File: config.mk
export PLATFORM = sky130hd
export DESIGN_NAME = ysyx_25040109_lsu
export DESIGN_NICKNAME = d
export VERILOG_FILES = /design/src/rtl/ysyx_25040109_lsu_pkg.sv /design/src/rtl/ysyx_25040109_lsu_align.sv /design/src/rtl/ysyx_25040109_lsu.sv
export SDC_FILE = /design/constraint.sdc
export NUM_CORES = 1
export LEC_CHECK = 0
export ABC_AREA = 1
export CELL_PAD_IN_SITES_DETAIL_PLACEMENT = 0
export CELL_PAD_IN_SITES_GLOBAL_PLACEMENT = 1
export CORE_ASPECT_RATIO = 0.75
export CORE_MARGIN = 1.5
export CORE_UTILIZATION = 34
export CTS_BUF_LIST = sky130_fd_sc_hd__clkbuf_8
export DETAILED_ROUTE_END_ITERATION = 6
export HOLD_SLACK_MARGIN = 0.1
export PLACE_DENSITY = 0.85
export SLEW_MARGIN = 10
export SYNTH_ARGS = -nofsm -noshare
export SYNTH_HDL_FRONTEND = slang
export SYNTH_HIERARCHICAL = 1
export SYNTH_SLANG_ARGS = --single-unit
export TNS_END_PERCENT = 5
File: constraint.sdc
create_clock -name clk -period 2.5 [get_ports clk]
set_input_delay 0.25 -clock clk [delete_from_list [all_inputs] [get_ports clk]]
set_output_delay 0.25 -clock clk [all_outputs]
set_load 0.1 [all_outputs]
File: src/rtl/ysyx_25040109_lsu_pkg.sv
// Shared definitions for the load/store unit: funct3 access-size codes and FSM states.
package ysyx_25040109_lsu_pkg;

   localparam logic [2:0] LSU_B  = 3'b000;
   localparam logic [2:0] LSU_H  = 3'b001;
   localparam logic [2:0] LSU_W  = 3'b010;
   localparam logic [2:0] LSU_BU = 3'b100;
   localparam logic [2:0] LSU_HU = 3'b101;

   typedef enum logic [2:0] {
      ST_IDLE,
      ST_RD_ADDR,
      ST_RD_DATA,
      ST_WR,
      ST_RESP
   } lsu_state_e;

endpackage

File: src/rtl/ysyx_25040109_lsu_align.sv
// Combinational lane logic: request legality check, store byte mask, load lane extract/extend.
module ysyx_25040109_lsu_align
   import ysyx_25040109_lsu_pkg::*;
(
   input  logic [2:0]  chk_funct3,
   input  logic [1:0]  chk_off,
   input  logic        chk_wen,
   output logic        chk_err,
   input  logic [2:0]  funct3,
   input  logic [1:0]  off,
   input  logic [31:0] rword,
   output logic [3:0]  wmask,
   output logic [31:0] rdata_ext
);

   logic [31:0] shifted;

   // Unsigned sizes exist only for loads, so BU/HU on a store is illegal.
   always_comb begin
      chk_err = 1'b0;
      case (chk_funct3)
         LSU_B:   chk_err = 1'b0;
         LSU_H:   chk_err = chk_off[0];
         LSU_W:   chk_err = (chk_off != 2'b00);
         LSU_BU:  chk_err = chk_wen;
         LSU_HU:  chk_err = chk_wen | chk_off[0];
         default: chk_err = 1'b1;
      endcase
   end

   always_comb begin
      wmask = '0;
      case (funct3)
         LSU_B, LSU_BU: wmask = 4'b0001 << off;
         LSU_H, LSU_HU: wmask = 4'b0011 << off;
         LSU_W:         wmask = 4'b1111;
         default:       wmask = '0;
      endcase
   end

   always_comb begin
      shifted   = rword >> {off, 3'b000};
      rdata_ext = '0;
      case (funct3)
         LSU_B:   rdata_ext = {{24{shifted[7]}}, shifted[7:0]};
         LSU_H:   rdata_ext = {{16{shifted[15]}}, shifted[15:0]};
         LSU_W:   rdata_ext = shifted;
         LSU_BU:  rdata_ext = {24'h0, shifted[7:0]};
         LSU_HU:  rdata_ext = {16'h0, shifted[15:0]};
         default: rdata_ext = '0;
      endcase
   end

endmodule

File: src/rtl/ysyx_25040109_lsu.sv
// Load/store unit: one EXU request at a time onto the dmem AR/R and AW/W handshakes,
// returning exactly one response per accepted request.
module ysyx_25040109_lsu
   import ysyx_25040109_lsu_pkg::*;
#(
   parameter int unsigned ADDR_W = 32,
   parameter int unsigned DATA_W = 32
) (
   input  logic              clk,
   input  logic              rst_n,
   input  logic              req_valid,
   output logic              req_ready,
   input  logic              req_wen,
   input  logic [ADDR_W-1:0] req_addr,
   input  logic [DATA_W-1:0] req_wdata,
   input  logic [2:0]        req_funct3,
   output logic              resp_valid,
   input  logic              resp_ready,
   output logic [DATA_W-1:0] resp_rdata,
   output logic              resp_err,
   output logic [ADDR_W-1:0] dmem_araddr,
   output logic              dmem_arvalid,
   input  logic              dmem_arready,
   input  logic [DATA_W-1:0] dmem_rdata,
   input  logic              dmem_rvalid,
   output logic              dmem_rready,
   output logic [ADDR_W-1:0] dmem_awaddr,
   output logic              dmem_awvalid,
   input  logic              dmem_awready,
   output logic [DATA_W-1:0] dmem_wdata,
   output logic [3:0]        dmem_wmask,
   output logic              dmem_wen,
   output logic              dmem_wvalid,
   input  logic              dmem_wready
);

   lsu_state_e        state_q, state_d;
   logic [ADDR_W-1:0] addr_q, addr_d;
   logic [DATA_W-1:0] wdata_q, wdata_d;
   logic [DATA_W-1:0] rdata_q, rdata_d;
   logic [2:0]        funct3_q, funct3_d;
   logic              wen_q, wen_d;
   logic              aw_done_q, aw_done_d;
   logic              w_done_q, w_done_d;
   logic              err_q, err_d;

   logic              chk_err;
   logic [3:0]        lane_mask;
   logic [DATA_W-1:0] load_ext;
   logic              aw_fire, w_fire;

   ysyx_25040109_lsu_align u_align (
      .chk_funct3 (req_funct3),
      .chk_off    (req_addr[1:0]),
      .chk_wen    (req_wen),
      .chk_err    (chk_err),
      .funct3     (funct3_q),
      .off        (addr_q[1:0]),
      .rword      (dmem_rdata),
      .wmask      (lane_mask),
      .rdata_ext  (load_ext)
   );

   // rready stays high in IDLE so a read left in flight by a reset is drained and dropped.
   assign req_ready    = (state_q == ST_IDLE);
   assign resp_valid   = (state_q == ST_RESP);
   assign resp_rdata   = rdata_q;
   assign resp_err     = err_q;
   assign dmem_araddr  = {addr_q[ADDR_W-1:2], 2'b00};
   assign dmem_arvalid = (state_q == ST_RD_ADDR);
   assign dmem_rready  = (state_q == ST_IDLE) || (state_q == ST_RD_DATA);
   assign dmem_awaddr  = addr_q;
   assign dmem_awvalid = (state_q == ST_WR) && !aw_done_q;
   assign dmem_wvalid  = (state_q == ST_WR) && !w_done_q;
   assign dmem_wen     = dmem_wvalid;
   assign dmem_wdata   = wdata_q;
   assign dmem_wmask   = wen_q ? lane_mask : '0;

   assign aw_fire = dmem_awvalid && dmem_awready;
   assign w_fire  = dmem_wvalid && dmem_wready;

   always_comb begin
      state_d   = state_q;
      addr_d    = addr_q;
      wdata_d   = wdata_q;
      rdata_d   = rdata_q;
      funct3_d  = funct3_q;
      wen_d     = wen_q;
      aw_done_d = aw_done_q;
      w_done_d  = w_done_q;
      err_d     = err_q;
      case (state_q)
         ST_IDLE: begin
            if (req_valid) begin
               addr_d    = req_addr;
               wdata_d   = req_wdata;
               funct3_d  = req_funct3;
               wen_d     = req_wen;
               aw_done_d = 1'b0;
               w_done_d  = 1'b0;
               rdata_d   = '0;
               err_d     = chk_err;
               if (chk_err)      state_d = ST_RESP;
               else if (req_wen) state_d = ST_WR;
               else              state_d = ST_RD_ADDR;
            end
         end
         ST_RD_ADDR: begin
            if (dmem_arready) state_d = ST_RD_DATA;
         end
         ST_RD_DATA: begin
            if (dmem_rvalid) begin
               rdata_d = load_ext;
               state_d = ST_RESP;
            end
         end
         ST_WR: begin
            aw_done_d = aw_done_q | aw_fire;
            w_done_d  = w_done_q | w_fire;
            if (aw_done_d && w_done_d) state_d = ST_RESP;
         end
         ST_RESP: begin
            if (resp_ready) state_d = ST_IDLE;
         end
         default: state_d = ST_IDLE;
      endcase
   end

   always_ff @(posedge clk or negedge rst_n) begin
      if (!rst_n) begin
         state_q   <= ST_IDLE;
         addr_q    <= '0;
         wdata_q   <= '0;
         rdata_q   <= '0;
         funct3_q  <= '0;
         wen_q     <= 1'b0;
         aw_done_q <= 1'b0;
         w_done_q  <= 1'b0;
         err_q     <= 1'b0;
      end else begin
         state_q   <= state_d;
         addr_q    <= addr_d;
         wdata_q   <= wdata_d;
         rdata_q   <= rdata_d;
         funct3_q  <= funct3_d;
         wen_q     <= wen_d;
         aw_done_q <= aw_done_d;
         w_done_q  <= w_done_d;
         err_q     <= err_d;
      end
   end

endmodule

Word level (Yosys, flattened, before mapping) --
Index checks and enable logic that the tools add are counted. W data, S select, Z words.
Word-level totals: output and inout port bits 140, bits in registers 106, input bits 108
Operators by class: equal/unequal tests 17, muxes and demuxes 18, shift operators 3, bitwise operators 3, reduce and logical (&&, ||, !) cells 20
Operators with widths (number):
- $pmux W32 S5 | 1
- $mux W32 | 2
- $pmux W32 S2 | 1
- $shr A32 B5 Y32 | 1
- $mux W3 | 6
- $eq A3 B3 Y1 const B | 5
- $pmux W3 S5 | 1
- $eq A3 B2 Y1 const B | 4
- $pmux W4 S3 | 1
- $eq A3 B1 Y1 const B | 3
- $logic_not A3 Y1 | 3
- $ne A2 B1 Y1 const B | 3
- $reduce_bool A2 Y1 | 3
- $logic_and A1 B1 Y1 | 5
- $pmux W1 S5 | 1
- $reduce_and A5 Y1 | 1
- $mux W4 | 1
- $ne A2 B2 Y1 const B | 2
- $pmux W1 S2 | 2
- $reduce_and A2 Y1 | 2
- $reduce_or A2 Y1 | 2
- $shl A1 B2 Y4 const A | 1
- $shl A2 B2 Y4 const A | 1
- $or A1 B1 Y1 | 3
- 5 further kinds | 6

Depth between registers and ports, before layout --
depth after elaboration 7, mapped depth 10, gate-level depth less buffers 8

Modules after synthesis --
Netlist, hierarchy kept.
By module, submodules not included:
- ysyx_25040109_lsu | cells each 529, instances 1, area each 4832.1 um2
- ysyx_25040109_lsu_align | cells each 212, instances 1, area each 1059.8 um2

Worst setup path after synthesis --
No wires, ideal clock.
path type register to output, start point register state_q[2], end point output resp_valid, buffers on the path 0, stages on the path, launching flop included 3, setup slack -353 ps, data arrival time 2603 ps, cell sequence dfrtp_1 > inv_2 > nor3_1
Between the ends: cells in the longest elaborated chain, start to end 1
RTL lines:
- start, declared | RTL line ysyx_25040109_lsu.sv:37 | lsu_state_e state_q, state_d;
- start signal, assigned | RTL line ysyx_25040109_lsu.sv:141 | state_q <= state_d;
- $eq A3 B3 Y1 | RTL line ysyx_25040109_lsu.sv:66 | assign resp_valid = (state_q == ST_RESP);
- end, declared | RTL line ysyx_25040109_lsu.sv:17 | output logic resp_valid,
No other way between the ends.

Worst setup path after layout --
start point register funct3_q[1], end point output dmem_wmask[0]
Between the ends: cells in the longest elaborated chain, start to end 4
RTL lines:
- start, declared | RTL line ysyx_25040109_lsu.sv:41 | logic [2:0] funct3_q, funct3_d;
- start signal, assigned | RTL line ysyx_25040109_lsu.sv:145 | funct3_q <= funct3_d;
- $eq A3 B1 Y1, or another cell as far along | RTL line ysyx_25040109_lsu_align.sv:33 | case (funct3)
- $reduce_or A2 Y1 | RTL line ysyx_25040109_lsu_align.sv:33
- $pmux W4 S3 (*) | RTL line ysyx_25040109_lsu_align.sv:33
- net lane_mask[0] | RTL line ysyx_25040109_lsu.sv:48 | logic [3:0] lane_mask;
- $mux W4 (*) | RTL line ysyx_25040109_lsu.sv:77 | assign dmem_wmask = wen_q ? lane_mask : '0;
- end, declared | RTL line ysyx_25040109_lsu.sv:31 | output logic [3:0] dmem_wmask,
Mark *: on every way through the listed nets, which the timed path passes. The rest lies on a longest branch.

==> out/summary.md <==
The run finished with clean final reports. The biggest area contributor in the post-synthesis netlist is dfrtp_1. The congestion estimate from routability-driven global placement came to 0.8323. Once the clock tree was built, the setup fixing pass inserted 0 buffers. Setup total negative slack: 0 ns.

The tools report the terminus of the critical flop-to-flop path as dmem_wdata[4]$_DFFE_PN0P_. Yosys printed 6 warnings. Number of I/O port buffers: 245. In this run the core area contains 41 standard-cell rows.

The routed design could run at a clock period as short as 2.019 ns. The number of optimization iterations in the first detailed-route pass is 4. The tools report the count of pins over their slew limit as 0. The gate count of the mapped netlist was 741. Once layout is done, the placed cells without fillers occupy 8024 um2. TritonCTS built the clock tree. The slew at the pin closest to its max-slew limit is 0.6399 ns, and the final count of hold timing violations is 0. The run gives 1,044 as the number of nets in the final layout.

Summing all multi-input logic gate instances after layout gives 2527 um2. The routed layout has 5,282 vias. The startpoint identified for the worst register-to-register timing path is state_q[0]$_DFFE_PN0P_. Of all nets on the critical path, the largest fanout is 9. The first-pass GRT wire length was 26,340 um.

In this run the deepest clock path goes through 2 buffers. The region available for standard cell placement spans 16,880 um2. The layout overhead on the synthesized area was 36.19%; the post-synthesis sequential area ratio was 45.02%. Mean number of vias per cell: 4.565. Across every metal layer, demand over resource in global routing totals 18.53%.

After synthesis, the largest family of logic cells by area is simple AND/OR/NAND/NOR gates. At the worst endpoint, the required time is 2.25 ns. The type of the setup path with the least slack is reg -> out.

The logs give 0 for the total of max-cap violations and 12,400 um for the detailed placement HPWL. The first routing iteration left 404 violations. Leaving out fill and tap cells, the most frequent cell in the layout is nand2_1. After Yosys synthesis, XOR and XNOR cells account for 0% of the synthesized area. The instance count after placement with tap cells included is 1,139, and the width of the chip is 155.0 um. The reg2reg setup slack was 0.62 ns.

The initial standard-cell utilization of the core is 34.91%. The worst setup path is captured at a primary output. Start point of the critical path: funct3_q[1]$_DFFE_PN0P_. The clock latency of the later-clocked register in the worst-skew pair is 0.39 ns, and the count of state elements after synthesis is 106. Summed over all layers, the routed wires come to 16,780 um. The clock drives 106 sinks. For this run, design rule violations remaining after detail routing come to 0. Based on the critical path, the design can be clocked at up to 0.4952 GHz.

The pin count of the biggest net entering global routing was 47. Global routing finished with a remaining overflow of 0. The final setup slack of the worst path is 0.4808 ns. STA classifies the critical path startpoint as a flop.

The synthesized netlist devotes 40.96% of its cell area to simple gates. The die covers 18,140 um2. Across the whole layout, storage elements account for 2653 um2. In this run the tightest slew margin relative to its limit is 57.34%. Counting the fill cells in the layout gives 1,689. The capturing instance or port of the critical path is dmem_wmask[0]. The top cell type by area accounts for 45.02% of the synthesized area. For the TritonCTS buffer count, the log shows 9. On the final layout, the worst clock skew is 0.01375 ns. Dividing the detail-routed wire length by the instance count gives 14.50 um. Timing analysis after detailed placement gives a worst setup slack of 0.6152 ns.

The library cells used most frequently in the layout, excluding fill and tap cells, are 378 x nand2_1, 145 x buf_4, 106 x dfrtp_1, 106 x clkdlybuf4s50_1, 57 x nand3_1. The initial antenna violation count is 1. Setup repair after global routing left no endpoint under its margin.

Summing the areas of all fa, ha and maj instances in the mapped netlist gives 0% of the synthesized area. The worst hold-check path type was in -> reg. By area the synthesized netlist is led by dfrtp_1 45%, nand2_1 24%, nand3_2 7.5%. The share of cells above drive strength 1 was 25.29%.

In this run the cell area of the synthesized design comes to 5892 um2. After detailed placement, the total cell area comes to 7820 um2. Each instance of the synthesized netlist takes up on average 7.951 um2. Synthesis instantiated 31 different standard cells from the library.

The clock edge transition at the registers on the reported setup and hold paths is 0.12 ns. The depth of the worst register-to-register path was 8. The count of nets left with antenna violations once routing finished came out at 0. The mux contribution to synthesized area was 0%. The data arrival time of the critical path was 1.77 ns. In this run the vertical extent of the chip is 117.0 um. Setup violations remaining at the end of the flow were counted as 0. For this design the top-level I/O count stands at 248. The fraction of the cycle the final worst path needs is 80.77%, and the number of levels the H-tree was split into is 3. Final cell count without fillers: 1,157. Number of global-route vias before repair: 4,915. The synthesized netlist devotes 1.720% of its cell area to compound gates.

The tree is rooted in a clkbuf_8.
cells by family (layout without fill, tap and decap cells):
kind of cell | Yosys count | after routing
and+or+nand+nor | 510 | 510
DFF | 106 | 106
buffers and inverters | 105 | 304
AOI/OAI and AO/OA | 19 | 19
other | 1 | 3
layer usage:
layer / up-vias / global-route usage (%) / wire length (um) / share of wire (%)
met1: 2406 / 26.43 / 8025 / 48
li1: 2674 / - / - / -
met5: - / 0 / 0 / 0
met4: 0 / 4.295 / 138 / 0.82
met2: 190 / 28.07 / 7269 / 43
met3: 12 / 5.007 / 1345 / 8.0
critical path: stages, from the launching register on:
cell and delay [ns]:
dfrtp_1 0.47, inv_2 0.10, nor2_2 0.35, nor2_1 0.13, nand2_1 0.09, inv_1 0.07
buf_12 0.17
synth_stat cells:
master    instances
nand2_1         378
dfrtp_1         106
nand3_1          57
buf_4            48
nand3_2          44
inv_1            20
buf_2            14
a21oi_1           9
inv_2             9
buf_6             7
nor2_1            7
o21ai_0           7
buf_12            3
nand2_4           3
nand3b_1          3
nand4_1           3
nor2_2            3
buf_8             2
inv_4             2
nand2_2           2
nand2_8           2
nor2_4            2
nor3_1            2
a21boi_0          1
conb_1            1
nand3_4           1
nor2_8            1
nor3_2            1
nor3_4            1
o21a_1            1
o22ai_1           1
registers in the layout (all words and copies together) (netlist names), 3 cells and up:
name	flops
resp_rdata	32
funct3_q	3
state_q	3
dmem_wdata	32
dmem_awaddr	32
what timing repair did:
action / CTS / global route
endpoints found under the hold margin: 44 / 0
hold buffers: 1 / 0
gates resized for setup: 0 / 0
cell type report:
class / instances / area share, %
Multi-Input combinational cell: 531 / 31.50
Clock buffer: 9 / 1.544
Tap cell: 215 / 3.353
Antenna cell: 1 / 0.03119
Inverter: 31 / 1.513
Sequential cell: 106 / 33.06
Clock inverter: 7 / 0.8420
Timing Repair Buffer: 257 / 28.16
worst min path at each step:
stage	from	end	slack, ns	cells past startpoint
after detailed placement	rst_n	resp_rdata[8]$_DFFE_PN0P_	0.32	1
after global placement	rst_n	resp_rdata[1]$_DFFE_PN0P_	0.32	1
after global routing	req_addr[9]	dmem_awaddr[9]$_DFFE_PN0P_	0.36	3
final	req_wdata[9]	dmem_wdata[9]$_DFFE_PN0P_	0.38	3
after CTS	req_wdata[9]	dmem_wdata[9]$_DFFE_PN0P_	0.35	3
after floorplan	rst_n	aw_done_q$_DFFE_PN0P_	-0.05	0
stage by stage:
step / utilization, % / hold slack, ns
finish: 47.54 / 0.3784
global route: 47.53 / 0.3614
CTS: 47.53 / 0.3487
detailed placement: 46.33 / 0.3181
global placement: 46.33 / 0.3185
floorplan: - / -0.04559
Power is not shown: default switching activity piles up to over one toggle a cycle in this logic, so the estimate is an artifact.
